[src/rtl/tl_pkg.sv]
// Shared types for the T-junction phase scheduler: state/phase codes, lamp words, tick counter width.
// TL_ALL_RED_EN adds the ALLRED clearance state (phase code 6).
package tl_pkg;

    localparam int TCNT_W = 8;

    localparam logic [2:0] RED = 3'b100;
    localparam logic [2:0] YEL = 3'b010;
    localparam logic [2:0] GRN = 3'b001;

    typedef enum logic [2:0] {
        MAIN_G = 3'd0,
        MAIN_Y = 3'd1,
        TURN_G = 3'd2,
        TURN_Y = 3'd3,
        SIDE_G = 3'd4,
        SIDE_Y = 3'd5
`ifdef TL_ALL_RED_EN
        , ALLRED = 3'd6
`endif
    } tl_state_e;

    // A phase of N ticks ends on the tick where the counter holds N-1.
    function automatic logic [TCNT_W-1:0] last_tick(input int ticks);
        return TCNT_W'(ticks - 1);
    endfunction

endpackage

[src/rtl/tl_tick_gen.sv]
// Prescaler: counts 0..TICK_DIV-1 and flags a tick on the terminal count; clr restarts it.
module tl_tick_gen #(
    parameter int TICK_DIV = 100_000_000
) (
    input  logic clk,
    input  logic rst,
    input  logic clr,
    output logic tick
);

    localparam int             CW   = $clog2(TICK_DIV);
    localparam logic [CW-1:0]  LAST = CW'(TICK_DIV - 1);

    logic [CW-1:0] cnt_q;

    assign tick = (cnt_q == LAST);

    always_ff @(posedge clk) begin
        if (!rst || clr || tick) begin
            cnt_q <= '0;
        end else begin
            cnt_q <= cnt_q + 1'b1;
        end
    end

endmodule

[src/rtl/tjunction_phase_scheduler.sv]
// Demand-driven phase scheduler for signal heads M1/MT/M2/S with latched turn/side requests.
// Define TL_ALL_RED_EN to insert an all-red clearance phase after every yellow.
module tjunction_phase_scheduler
    import tl_pkg::*;
#(
    parameter int TICK_DIV   = 100_000_000,
    parameter int T_MIN_MAIN = 10,
    parameter int T_YEL      = 3,
    parameter int T_TURN     = 5,
    parameter int T_SIDE     = 8,
    parameter int T_ALLRED   = 2
) (
    input  logic       clk,
    input  logic       rst,
    input  logic       req_turn,
    input  logic       req_side,
    output logic [2:0] led_M1,
    output logic [2:0] led_MT,
    output logic [2:0] led_M2,
    output logic [2:0] led_S,
    output logic [2:0] phase
);

    localparam logic [TCNT_W-1:0] LAST_MAIN   = last_tick(T_MIN_MAIN);
    localparam logic [TCNT_W-1:0] LAST_YEL    = last_tick(T_YEL);
    localparam logic [TCNT_W-1:0] LAST_TURN   = last_tick(T_TURN);
    localparam logic [TCNT_W-1:0] LAST_SIDE   = last_tick(T_SIDE);
    localparam logic [TCNT_W-1:0] LAST_ALLRED = last_tick(T_ALLRED);

    tl_state_e         state_q, state_d;
    logic [TCNT_W-1:0] tcnt_q;
    logic [TCNT_W-1:0] last_cnt;
    logic              turn_pend_q, side_pend_q;
    logic              tick, done, state_chg;
`ifdef TL_ALL_RED_EN
    tl_state_e         yel_q;
`endif

    // Decision taken when leaving a yellow (or the clearance that followed it).
    function automatic tl_state_e after_yellow(input tl_state_e from, input logic tp, input logic sp);
        case (from)
            MAIN_Y:  return tp ? TURN_G : SIDE_G;
            TURN_Y:  return sp ? SIDE_G : MAIN_G;
            default: return MAIN_G;
        endcase
    endfunction

    tl_tick_gen #(.TICK_DIV(TICK_DIV)) u_tick (
        .clk  (clk),
        .rst  (rst),
        .clr  (state_chg),
        .tick (tick)
    );

    always_comb begin
        case (state_q)
            MAIN_G:                 last_cnt = LAST_MAIN;
            MAIN_Y, TURN_Y, SIDE_Y: last_cnt = LAST_YEL;
            TURN_G:                 last_cnt = LAST_TURN;
            SIDE_G:                 last_cnt = LAST_SIDE;
            default:                last_cnt = LAST_ALLRED;
        endcase
    end

    assign done = tick && (tcnt_q >= last_cnt);

    always_comb begin
        state_d = state_q;
        case (state_q)
            MAIN_G: if (done && (turn_pend_q || side_pend_q)) state_d = MAIN_Y;
            MAIN_Y, TURN_Y, SIDE_Y: begin
                if (done) begin
`ifdef TL_ALL_RED_EN
                    state_d = ALLRED;
`else
                    state_d = after_yellow(state_q, turn_pend_q, side_pend_q);
`endif
                end
            end
            TURN_G: if (done) state_d = TURN_Y;
            SIDE_G: if (done) state_d = SIDE_Y;
`ifdef TL_ALL_RED_EN
            ALLRED: if (done) state_d = after_yellow(yel_q, turn_pend_q, side_pend_q);
`endif
            default: state_d = MAIN_G;
        endcase
    end

    assign state_chg = (state_d != state_q);

    always_ff @(posedge clk) begin
        if (!rst) begin
            state_q     <= MAIN_G;
            tcnt_q      <= '0;
            turn_pend_q <= 1'b0;
            side_pend_q <= 1'b0;
`ifdef TL_ALL_RED_EN
            yel_q       <= MAIN_Y;
`endif
        end else begin
            state_q <= state_d;
            if (state_chg) begin
                tcnt_q <= '0;
            end else if (tick && (tcnt_q != '1)) begin
                tcnt_q <= tcnt_q + 1'b1;
            end
            // Entry into the served phase clears the latch even if the detector is still high.
            turn_pend_q <= (state_chg && state_d == TURN_G) ? 1'b0 : (turn_pend_q | req_turn);
            side_pend_q <= (state_chg && state_d == SIDE_G) ? 1'b0 : (side_pend_q | req_side);
`ifdef TL_ALL_RED_EN
            if (state_chg && state_d == ALLRED) begin
                yel_q <= state_q;
            end
`endif
        end
    end

    always_comb begin
        case (state_q)
            MAIN_G:  {led_M1, led_MT, led_M2, led_S} = {GRN, RED, GRN, RED};
            MAIN_Y:  {led_M1, led_MT, led_M2, led_S} = {YEL, RED, YEL, RED};
            TURN_G:  {led_M1, led_MT, led_M2, led_S} = {RED, GRN, RED, RED};
            TURN_Y:  {led_M1, led_MT, led_M2, led_S} = {RED, YEL, RED, RED};
            SIDE_G:  {led_M1, led_MT, led_M2, led_S} = {RED, RED, RED, GRN};
            SIDE_Y:  {led_M1, led_MT, led_M2, led_S} = {RED, RED, RED, YEL};
            default: {led_M1, led_MT, led_M2, led_S} = {RED, RED, RED, RED};
        endcase
    end

    assign phase = state_q;

endmodule

[config.mk]
export PLATFORM = sky130hd
export DESIGN_NAME = tjunction_phase_scheduler
export DESIGN_NICKNAME = d
export VERILOG_FILES = /design/src/rtl/tl_pkg.sv /design/src/rtl/tl_tick_gen.sv /design/src/rtl/tjunction_phase_scheduler.sv
export SDC_FILE = /design/constraint.sdc
export NUM_CORES = 1
export LEC_CHECK = 0
export ABC_AREA = 1
export CORE_MARGIN = 2
export CORE_UTILIZATION = 45
export DETAILED_ROUTE_END_ITERATION = 10
export DONT_BUFFER_PORTS = 1
export GPL_TIMING_DRIVEN = 0
export PLACE_DENSITY_LB_ADDON = 0.12
export SLEW_MARGIN = 20
export SYNTH_ARGS = -nofsm -noshare
export SYNTH_HDL_FRONTEND = slang
export SYNTH_SLANG_ARGS = --single-unit
[constraint.sdc]
create_clock -name clk -period 4.5 [get_ports clk]
set_clock_uncertainty 0.1 [all_clocks]
set_input_delay 0 -clock clk [delete_from_list [all_inputs] [get_ports clk]]
set_output_delay 0 -clock clk [all_outputs]
set_load 0.01 [all_outputs]
==> flow_summary.toml, run 1 <==
[clock_tree]
cts_post_setup_buffers_inserted = 0
clock-root-buffer = "clkbuf_8"
cts_made_buffers = 5
cts.sink_count = 40
maximum_buffer_depth_of_the_clock_tree = 2
htree_levels = 2
cts_tree = "built"
cts_resized = 0
clk-insertion-delay-late_ps = 290
cts.clk_slew.worst_paths_ps = 80

[yosys]
primary_flip_flop_cell_chosen_by_synthesis_mapping = "dfxtp_1"
synth-edff-count = 0
synth-warning-count = 0
yosys.area_share.simple = 0.405
post_synth.cell_area_avg_um2 = 7.38
asyncSetResetFlopFracSynth = 0
synth.area.mux_share = 0.00454
ys_seq_area_frac = 0.323
synth_top_family_by_area = "simple AND/OR/NAND/NOR gates"
synth-xor-area-share = 0.102
synth_cell_types = 33
syn_inst = 336
synth_area_um2 = 2480
yosys.area_share.adder = 0.0303
ys_seq_elements = 40
post_syn_nets = 346
synth_compound_area_frac = 0.0247

[critical_path]
worst_path_largest_cell_delay_ps = 570
critical_path_slowest_stage_cell = "dlygate4sd3_1"
critical_path_peak_fanout = 8
critical_path.startpoint_type = "flop"
regToRegStartpoint = "phase[2]"
cp-end-kind = "flop"
cp.required_ps = 4600
type_of_the_worst_setup_path = "flop to flop"
critical-path-top-cell-by-count = "nand2_1"
critical_path.cell_chain = "buf_2, inv_2, nand2_1, nor2_1, nor2_1, ha_1, nand2_1, inv_1, nand2_1, nand2_1, nand3_4, nand2_1, nand3b_1, o221ai_1, dlygate4sd3_1, inv_1"
worst_ep_arrival_time_ps = 3190
critPathLaunch = "phase[2]"

[detailed_routing]
num_vias = 1946
dr.first_iter.drc_count = 44
total_wire_length_after_detailed_routing_mm = 4.44
wl_per_cell_um = 10.6
drt_pre_antenna_iters = 4
route.antenna.remaining_nets = 0
drc = 0
detail_route.vias_per_cell = 4.64

[hold_path]
worst_hold_path_type = "input pin to flop"
holdCritStartpoint = "req_side"

[global_routing]
globalRouteOverflowTotal = 0
m3_gr_usage = 0.0299
antenna_found_initial = 0
grtUsageTotal = 0.160
grtUsageMet1 = 0.197
grt_busiest_layer = "met2"
met2_usage = 0.277
grt_first_pass_wirelength_mm = 7.87
grt_start_max_net_pins = 14
grt_pass1_vias = 1846

[timing]
final.setup.tns_ps = 0
timing_hold_violations_final = 0
final_max_slew_viol_count = 0
unrepaired_setup_endpoints_after_global_routing = "no"
finalSetupViolations = 0
layout_min_cycle_time_ps = 3090
worst-slew-pin-transition_ps = 544
maxSlewHeadroom = 0.632
final.period_utilization = 0.688
achievable-frequency_mhz = 323

[placed_design]
portBuffers = 0
post_detailed_placement_cell_area_um2 = 2570
dp_hpwl_mm = 3.49
gp_congestion = 0.808

[power_and_ir_drop]
max-vdd-ir-drop_v = 0.000139
power.leakage_uw = 0.00108
pwr-share-clk = 0.387
internal_power_uw = 553
power.switching_uw = 199
seq_power_share = 0.490
comb_pwr_share = 0.123
power_switching_share = 0.265
power.density_nw_per_um2 = 278

[final_layout]
area_growth_syn_to_layout_pct = 9.34
layout.nets = 356
antenna_cells = 0
final_cell_area_um2 = 2710
final_layout_size_suffix_gt1_frac = 0.147

[floorplanning]
pin_count = 19
die_w_um = 78.2
floorplan.initialDensity = 0.459
core_area_um2 = 5410
die_h_um = 78.2
rows = 27
design.die.area_um2 = 6120

[run]
maxCapViolations = 0

[status]
run_status = "complete, no violations"
-- final timing paths --
kind / to / slack, ps / cells after the start
worst max register to register: side_pend_q / 1410 / 16
worst min-delay path: side_pend_q / 340 / 3
worst max-delay path: side_pend_q / 1410 / 16
worst min register to register: u_tick.cnt_q[0] / 390 / 1
-- worst max-delay path: cells and delay by family, from the launching register on --
kind	cells	cell delay (ps)
AO/OA/AOI/OAI	1	180
adder cells (fa/ha/maj)	1	300
buffers and inverters	5	930
flip-flops	1	350
AND/OR/NAND/NOR	9	1120
-- power groups by stage --
stage / clock (uW) / sequential [uW] / combinational [uW]
final: 291 / 369 / 92.3
after global routing: 318 / 370 / 106
after CTS: 304 / 369 / 95.1
after detailed placement: 0 / 377 / 91.8
after global placement: 0 / 377 / 91.0
after floorplan: 0 / 375 / 77.2
-- what timing repair did --
action                                  4_1_cts  5_1_grt
endpoints found under the setup margin        0        0
hold buffers                                  3        0
hold endpoints to repair                     20        0
-- metrics by stage --
stage | power, uW | util | hold slack, ps | setup slack (ps) | cells
after floorplan | 452 | - | 32.2 | 1940 | 336
after global placement | 468 | 0.475 | 37.9 | 1540 | 408
after detailed placement | 469 | 0.475 | 39.4 | 1520 | 408
after CTS | 767 | 0.501 | 310 | 1390 | 419
after global routing | 794 | 0.501 | 377 | 1130 | 419
final | 752 | 0.501 | 337 | 1410 | 419
-- cells in the final DEF, fill, tap and decap left out --
cell            n
dlygate4sd3_1   3
ha_1            6
nand2_4         1
inv_1          55
o21ai_0         4
nor4b_1         1
nand4_4         1
clkinvlp_4      1
or2_1           1
inv_2           4
xor2_1         22
nor2_4         21
nand2_2         1
nor3_2          1
clkbuf_8        5
dfxtp_1        40
nor2_1         49
buf_2           1
nand3b_1        1
nand3_1        13
buf_4           3
mux2_2          1
nor3_1         10
o21bai_1        1
xnor2_1         7
bufinv_16       1
clkinv_2        1
o221ai_1        1
nand2_1        63
nor2_8          1
buf_6           2
nand3_4         1
nor3b_1         1
nand3_2         1
nor2_2          4
a21oi_1         5
nor4_1          1
nand4_1        12
-- synth_stat cells, types with 3 or more instances --
| cell type | count | share of area |
|---|---|---|
| nand2_1 | 63 | 0.095 |
| inv_2 | 4 | 0.0061 |
| inv_1 | 55 | 0.083 |
| dfxtp_1 | 40 | 0.32 |
| o21ai_0 | 4 | 0.0081 |
| nand4_1 | 12 | 0.030 |
| xor2_1 | 22 | 0.078 |
| ha_1 | 6 | 0.030 |
| nor3_1 | 10 | 0.020 |
| nor2_4 | 21 | 0.095 |
| nor2_2 | 4 | 0.010 |
| xnor2_1 | 7 | 0.025 |
| nand3_1 | 13 | 0.026 |
| a21oi_1 | 5 | 0.010 |
| buf_4 | 3 | 0.0091 |
| nor2_1 | 49 | 0.074 |
-- logic make-up (layout without fill, tap and decap cells) --
family / Yosys count / in the layout
simple gates: 184 / 184
buf+inv: 65 / 76
flops: 40 / 40
xor+xnor: 29 / 29
compound gates: 11 / 11
fa+ha+maj: 6 / 6
mux: 1 / 1
-- per-layer routing --
layer / part of all wire / wire (um)
met2: 0.47 / 2080
met1: 0.49 / 2160
met5: 0 / 0
met4: 0.012 / 54
met3: 0.033 / 147
-- state kept, by name (all words and copies together) (netlist names) --
register	cells
tcnt_q	8
phase	3
u_tick.cnt_q	27
side_pend_q	1
turn_pend_q	1
-- final cells by class --
class / instances / area, um2
fillers: 569 / 2700
multi-input cells: 231 / 1410
flip-flops and latches: 40 / 801
inverters: 59 / 221
well taps: 72 / 90.1
clock buffers: 5 / 68.8
plain buffers: 6 / 50.0
clock inverters: 3 / 42.5
repair buffers: 3 / 30.0
No activity file was read; power rests on OpenSTA's default activity.
==> run 2: changes to the inputs <==
--- a/config.mk
+++ b/config.mk
@@ -5,7 +5,7 @@
 export SDC_FILE = /design/constraint.sdc
 export NUM_CORES = 1
 export LEC_CHECK = 0
-export ABC_AREA = 1
+export ABC_AREA = 0
 export CORE_MARGIN = 2
 export CORE_UTILIZATION = 45
 export DETAILED_ROUTE_END_ITERATION = 10
==> constraint.sdc (replaced) <==
create_clock -name clk -period 3.05 [get_ports clk]
set_clock_uncertainty 0.1 [all_clocks]
set_input_delay 0 -clock clk [delete_from_list [all_inputs] [get_ports clk]]
set_output_delay 0 -clock clk [all_outputs]
set_load 0.01 [all_outputs]
==> run 2 against run 1 <==
Effect of this change:
- synthesized cell count is 26% lower
- synthesized area is 18% lower
- power is 22% higher
- combinational power is 73% lower
- non-clock buffer count is 2 higher
- count of clock-buffer cells in the layout is 1 higher
- via count is 16% lower
- routed wire length is 14% lower
- first-iteration DRC count is 98% higher
- utilization is 0.90 points higher
- clock power is 24% higher
- critical endpoint is now phase[1]
- highest routed layer unchanged
==> flow_summary.toml, run 2 <==
[clock_tree]
htree_levels = 2
maximum_buffer_depth_of_the_clock_tree = 2
cts_made_buffers = 5
clk-insertion-delay-late_ps = 290
clock-root-buffer = "clkbuf_8"
cts_post_setup_buffers_inserted = 0
cts_tree = "built"
cts.sink_count = 40
cts.clk_slew.worst_paths_ps = 80

[critical_path]
worst_ep_arrival_time_ps = 2840
crit_family = "simple AND/OR/NAND/NOR gates"
critical_path.cell_chain = "inv_1, nor2_1, inv_1, nor2_1, nor2_1, ha_1, o211ai_1, a21oi_1, o2111ai_1, mux2_2, and3_1"
critPathBufInv = 2
regToRegStartpoint = "phase[2]"
worst-r2r-setup-slack_ps = 300
count_of_cells_along_the_worst_register_to_register_path = 11
worst_path_largest_cell_delay_ps = 480
crit-reg2reg-capture = "phase[1]"
critical_path.startpoint_type = "flop"
type_of_the_worst_setup_path = "flop to flop"
critical_path_slowest_stage_cell = "dfxtp_1"
critical_path_peak_fanout = 7
cp-end-kind = "flop"
critPathLaunch = "phase[2]"
cp.required_ps = 3140
critical-path-top-cell-by-count = "nor2_1"

[floorplanning]
pin_count = 19
design.die.area_um2 = 5070
die_w_um = 71.2
core_area_um2 = 4350
die_h_um = 71.2
floorplan.initialDensity = 0.467
rows = 24

[timing]
maxSlewHeadroom = 0.422
final.setup.tns_ps = 0
final_max_slew_viol_count = 0
final.period_utilization = 0.901
finalSetupViolations = 0
layout_min_cycle_time_ps = 2750
worst-slew-pin-transition_ps = 859
post-route-worst-setup-slack_ps = 301
achievable-frequency_mhz = 364
unrepaired_setup_endpoints_after_global_routing = "no"
timing_hold_violations_final = 0

[yosys]
yosys.area_share.simple = 0.322
synth-warning-count = 0
synth.cells.most_frequent = "nor2_1 (46), dfxtp_1 (40), xor2_1 (17)"
post-synth-top-area-fraction = 0.394
post_synth.cell_area_avg_um2 = 8.23
synth-xor-area-share = 0.112
synth_compound_area_frac = 0.0819
post_syn_nets = 257
yosys.area_share.adder = 0.0369
netlist_top_cells_area = "dfxtp_1 (39%), nor2_1 (8.5%), xor2_1 (7.3%)"
yosysMostFrequentCell = "nor2_1"
ys_seq_area_frac = 0.394
synth_cell_types = 44
synth_top_cell_by_area = "dfxtp_1"
primary_flip_flop_cell_chosen_by_synthesis_mapping = "dfxtp_1"
asyncSetResetFlopFracSynth = 0
synth-edff-count = 0
synth_top_family_by_area = "simple AND/OR/NAND/NOR gates"
syn_inst = 247
synth_area_um2 = 2030
ys_seq_elements = 40
synth.area.mux_share = 0.0105

[final_layout]
area_growth_syn_to_layout_pct = 9.36
regMostFlops = "u_tick.cnt_q"
layout.cells.non_filler = 310
final_core_utilization = 0.510
layout.nets = 267
antenna_cells = 0
fillcell_total = 427
final_layout_size_suffix_gt1_frac = 0.0891
layout_common_cells = "nor2_1 (46), dfxtp_1 (40), xor2_1 (17), nand2_1 (15)"
number_of_flip_flops_in_the_largest_register = 27
final_common_cell = "nor2_1"

[placed_design]
dp_worst_setup_slack_ps = 224
post-place-cells = 299
portBuffers = 0
dp_hpwl_mm = 2.80
gp_congestion = 0.784

[global_routing]
grt_start_max_net_pins = 13
grt_first_pass_wirelength_mm = 6.72
antenna_found_initial = 0
globalRouteOverflowTotal = 0
grt_pass1_vias = 1517
grtUsageTotal = 0.165

[detailed_routing]
num_vias = 1633
wl_per_cell_um = 12.3
dr.first_iter.drc_count = 87
total_wire_length_after_detailed_routing_mm = 3.81
route.antenna.remaining_nets = 0
drc = 0
drt_pre_antenna_iters = 4
detail_route.vias_per_cell = 5.27

[status]
run_status = "complete, no violations"

[hold_path]
worst_hold_path_type = "input pin to flop"
hold-path-endpoint = "side_pend_q"
holdCritStartpoint = "req_side"
hold-path-cell-count = 3

[power_and_ir_drop]
power.density_nw_per_um2 = 414
power.leakage_uw = 0.000816
max-vdd-ir-drop_v = 0.000267

[run]
maxCapViolations = 0
-- run 2: stage by stage --
stage               hold WS, ps  total power (uW)  instance area [um2]
finish                      337               920                 2220
detailed placement         48.4               566                 2100
CTS                         333               931                 2220
global route                385               956                 2220
global placement           44.4               566                 2100
floorplan                  38.3               560                 2030
-- run 2: layout make-up --
class | count | area [um2] | area share
multi-input cells | 187 | 1150 | 0.516
flip-flops and latches | 40 | 801 | 0.360
clock buffers | 6 | 82.6 | 0.0372
well taps | 52 | 65.1 | 0.0293
inverters | 12 | 45.0 | 0.0203
plain buffers | 8 | 42.5 | 0.0191
repair buffers | 3 | 30.0 | 0.0135
clock inverters | 2 | 10.0 | 0.00450
-- run 2: worst max path at each step --
| stage | to | depth (start not counted) | slack [ps] |
|---|---|---|---|
| floorplan | phase[1] | 11 | 570 |
| global placement | tcnt_q[4] | 11 | 210 |
| detailed placement | tcnt_q[4] | 11 | 220 |
| CTS | tcnt_q[4] | 11 | 220 |
| global route | phase[1] | 11 | 30 |
| finish | phase[1] | 11 | 300 |
-- run 2: report_power, final --
part	leakage (uW)	total [uW]	switching, uW	internal [uW]
Combinational	0.000441	24.8	14.6	10.2
Sequential	0.000323	533	5.54	527
Clock	0.0000510	362	182	181
Total	0.000816	920	202	718
-- run 2: logic make-up (layout without fill, tap and decap cells) --
logic type	after synthesis	count (layout)
DFF	40	40
buffers and inverters	20	31
and+or+nand+nor	127	127
muxes	2	2
AOI/OAI and AO/OA	26	26
xor gates and xnor gates	26	26
adders and majority gates	6	6
-- run 2: layer usage --
| layer | global-route usage | routed length [um] |
|---|---|---|
| met3 | 0.0385 | 143 |
| met1 | 0.217 | 1950 |
| met4 | 0.0671 | 62 |
| met5 | 0 | 0 |
| met2 | 0.260 | 1650 |
-- run 2: what timing repair did --
item,CTS,global route
hold buffers,3,0
endpoints found under the setup margin,0,1
gates resized for setup,0,3
endpoints found under the hold margin,12,0
-- run 2: worst reg2reg max path, cell delays in order, from the launching register on --
cell,delay [ps]
dfxtp_1,480
inv_1,150
nor2_1,180
inv_1,130
nor2_1,240
nor2_1,90
ha_1,270
o211ai_1,80
a21oi_1,80
o2111ai_1,310
mux2_2,370
and3_1,170
==> run 3: changes to the inputs <==
--- a/config.mk
+++ b/config.mk
@@ -11,6 +11,7 @@
 export DETAILED_ROUTE_END_ITERATION = 10
 export DONT_BUFFER_PORTS = 1
 export GPL_TIMING_DRIVEN = 0
+export HOLD_SLACK_MARGIN = 0.12
 export PLACE_DENSITY_LB_ADDON = 0.12
 export SLEW_MARGIN = 20
 export SYNTH_ARGS = -nofsm -noshare
==> constraint.sdc (replaced) <==
create_clock -name clk -period 3.05 [get_ports clk]
set_clock_uncertainty 0.1 [all_clocks]
set_input_delay 0.915 -clock clk [delete_from_list [all_inputs] [get_ports clk]]
set_output_delay 0.915 -clock clk [all_outputs]
set_load 0.01 [all_outputs]
==> run 3 against run 2 <==
Effect of this change:
- cell area down 1.4%
- routed wire length down 1.2%
- sequential share of layout area up 0.49 points
- global-route usage down 0.15 points
- clock power about the same
- sequential power about the same
- register-to-register slack about the same
- critical endpoint unchanged
==> flow_summary.toml, run 3 (synthesized netlist as in run 2, its figures left out) <==
[status]
run_status = "complete, no violations"

[global_routing]
grt_start_max_net_pins = 13
antenna_found_initial = 0
grt_pass1_vias = 1500
grt_first_pass_wirelength_mm = 6.66
globalRouteOverflowTotal = 0
grtUsageTotal = 0.163

[final_layout]
layout.nets = 264
fillcell_total = 427
antenna_cells = 0
number_of_flip_flops_in_the_largest_register = 27
final_cell_area_um2 = 2190
final_common_cell = "nor2_1"
regMostFlops = "u_tick.cnt_q"
final_layout_size_suffix_gt1_frac = 0.0902
layout_common_cells = "nor2_1 (46), dfxtp_1 (40), xor2_1 (17), nand2_1 (15)"
area_growth_syn_to_layout_pct = 7.88

[critical_path]
critical-path-top-cell-by-count = "nor2_1"
worst_ep_arrival_time_ps = 2830
cp.required_ps = 3140
worst_path_largest_cell_delay_ps = 480
type_of_the_worst_setup_path = "flop to flop"
critical_path_peak_fanout = 7
critical_path_slowest_stage_cell = "dfxtp_1"
critical_path.cell_chain = "inv_1, nor2_1, inv_1, nor2_1, nor2_1, ha_1, o211ai_1, a21oi_1, o2111ai_1, mux2_2, and3_1"
cp-end-kind = "flop"
critical_path.startpoint_type = "flop"

[detailed_routing]
num_vias = 1613
total_wire_length_after_detailed_routing_mm = 3.76
drt_pre_antenna_iters = 4
detail_route.vias_per_cell = 5.25
dr.first_iter.drc_count = 82
drc = 0
route.antenna.remaining_nets = 0
wl_per_cell_um = 12.2

[timing]
final.period_utilization = 0.898
tightest_hold_margin_ps = 372
finalSetupViolations = 0
achievable-frequency_mhz = 365
worst-slew-pin-transition_ps = 859
unrepaired_setup_endpoints_after_global_routing = "no"
timing_hold_violations_final = 0
post-route-worst-setup-slack_ps = 310
maxSlewHeadroom = 0.422
final.setup.tns_ps = 0
layout_min_cycle_time_ps = 2740
final_max_slew_viol_count = 0

[floorplanning]
core_area_um2 = 4350
die_h_um = 71.2
rows = 24
design.die.area_um2 = 5070
floorplan.initialDensity = 0.467
pin_count = 19
die_w_um = 71.2

[clock_tree]
cts_made_buffers = 5
clk-insertion-delay-late_ps = 290
cts.clk_slew.worst_paths_ps = 80
htree_levels = 2
maximum_buffer_depth_of_the_clock_tree = 2
cts.sink_count = 40
clock-root-buffer = "clkbuf_8"
cts_post_setup_buffers_inserted = 0
postCtsHoldBufs = 0
cts_resized = 0
cts_tree = "built"

[run]
maxCapViolations = 0

[placed_design]
post_detailed_placement_cell_area_um2 = 2100
dp_worst_setup_slack_ps = 224
dp_hpwl_mm = 2.80
gp_congestion = 0.784
portBuffers = 0

[hold_path]
worst_hold_path_type = "flop to flop"

[power_and_ir_drop]
power.leakage_uw = 0.000804
max-vdd-ir-drop_v = 0.000266
power.density_nw_per_um2 = 417
-- run 3: path summary, 6_finish.rpt --
kind                                 startpoint               to  slack [ps]  cells after the start
worst max-delay path                   phase[2]         phase[1]         310                     11
worst max register to register         phase[2]         phase[1]         310                     11
worst min register to register  u_tick.cnt_q[0]  u_tick.cnt_q[0]         370                      1
worst min-delay path            u_tick.cnt_q[0]  u_tick.cnt_q[0]         370                      1
-- run 3: worst max-delay path, delay by kind of cell (launching register included) --
kind | cells | cell delay [ps]
multiplexers | 1 | 370
flip-flops | 1 | 480
AO/OA/AOI/OAI | 3 | 470
AND/OR/NAND/NOR | 4 | 680
adder cells (fa/ha/maj) | 1 | 270
buffers and inverters | 2 | 280
-- run 3: final cells by class --
class | count | area (um2) | share of cell area
multi-input combinational | 187 | 1150 | 0.523
clock buffer | 6 | 82.6 | 0.0377
inverter | 12 | 45.0 | 0.0205
sequential | 40 | 801 | 0.365
buffer | 8 | 42.5 | 0.0194
clock inverter | 2 | 10.0 | 0.00457
tap | 52 | 65.1 | 0.0297
-- run 3: per-layer routing --
metal  track usage  wire (um)
met5             0          0
met2         0.256       1600
met3        0.0385        144
met4        0.0671         62
met1         0.216       1950
-- run 3: metrics by stage --
step / total power (uW) / util / cells
global placement: 566 / 0.482 / 299
CTS: 927 / 0.503 / 307
detailed placement: 566 / 0.482 / 299
floorplan: 560 / - / 247
global route: 952 / 0.503 / 307
finish: 914 / 0.503 / 307
-- run 3: power by group --
group / switching, uW / internal [uW] / leakage [uW]
registers: 5.45 / 527 / 0.000323
logic: 13.1 / 7.45 / 0.000430
clock network: 180 / 180 / 0.0000510
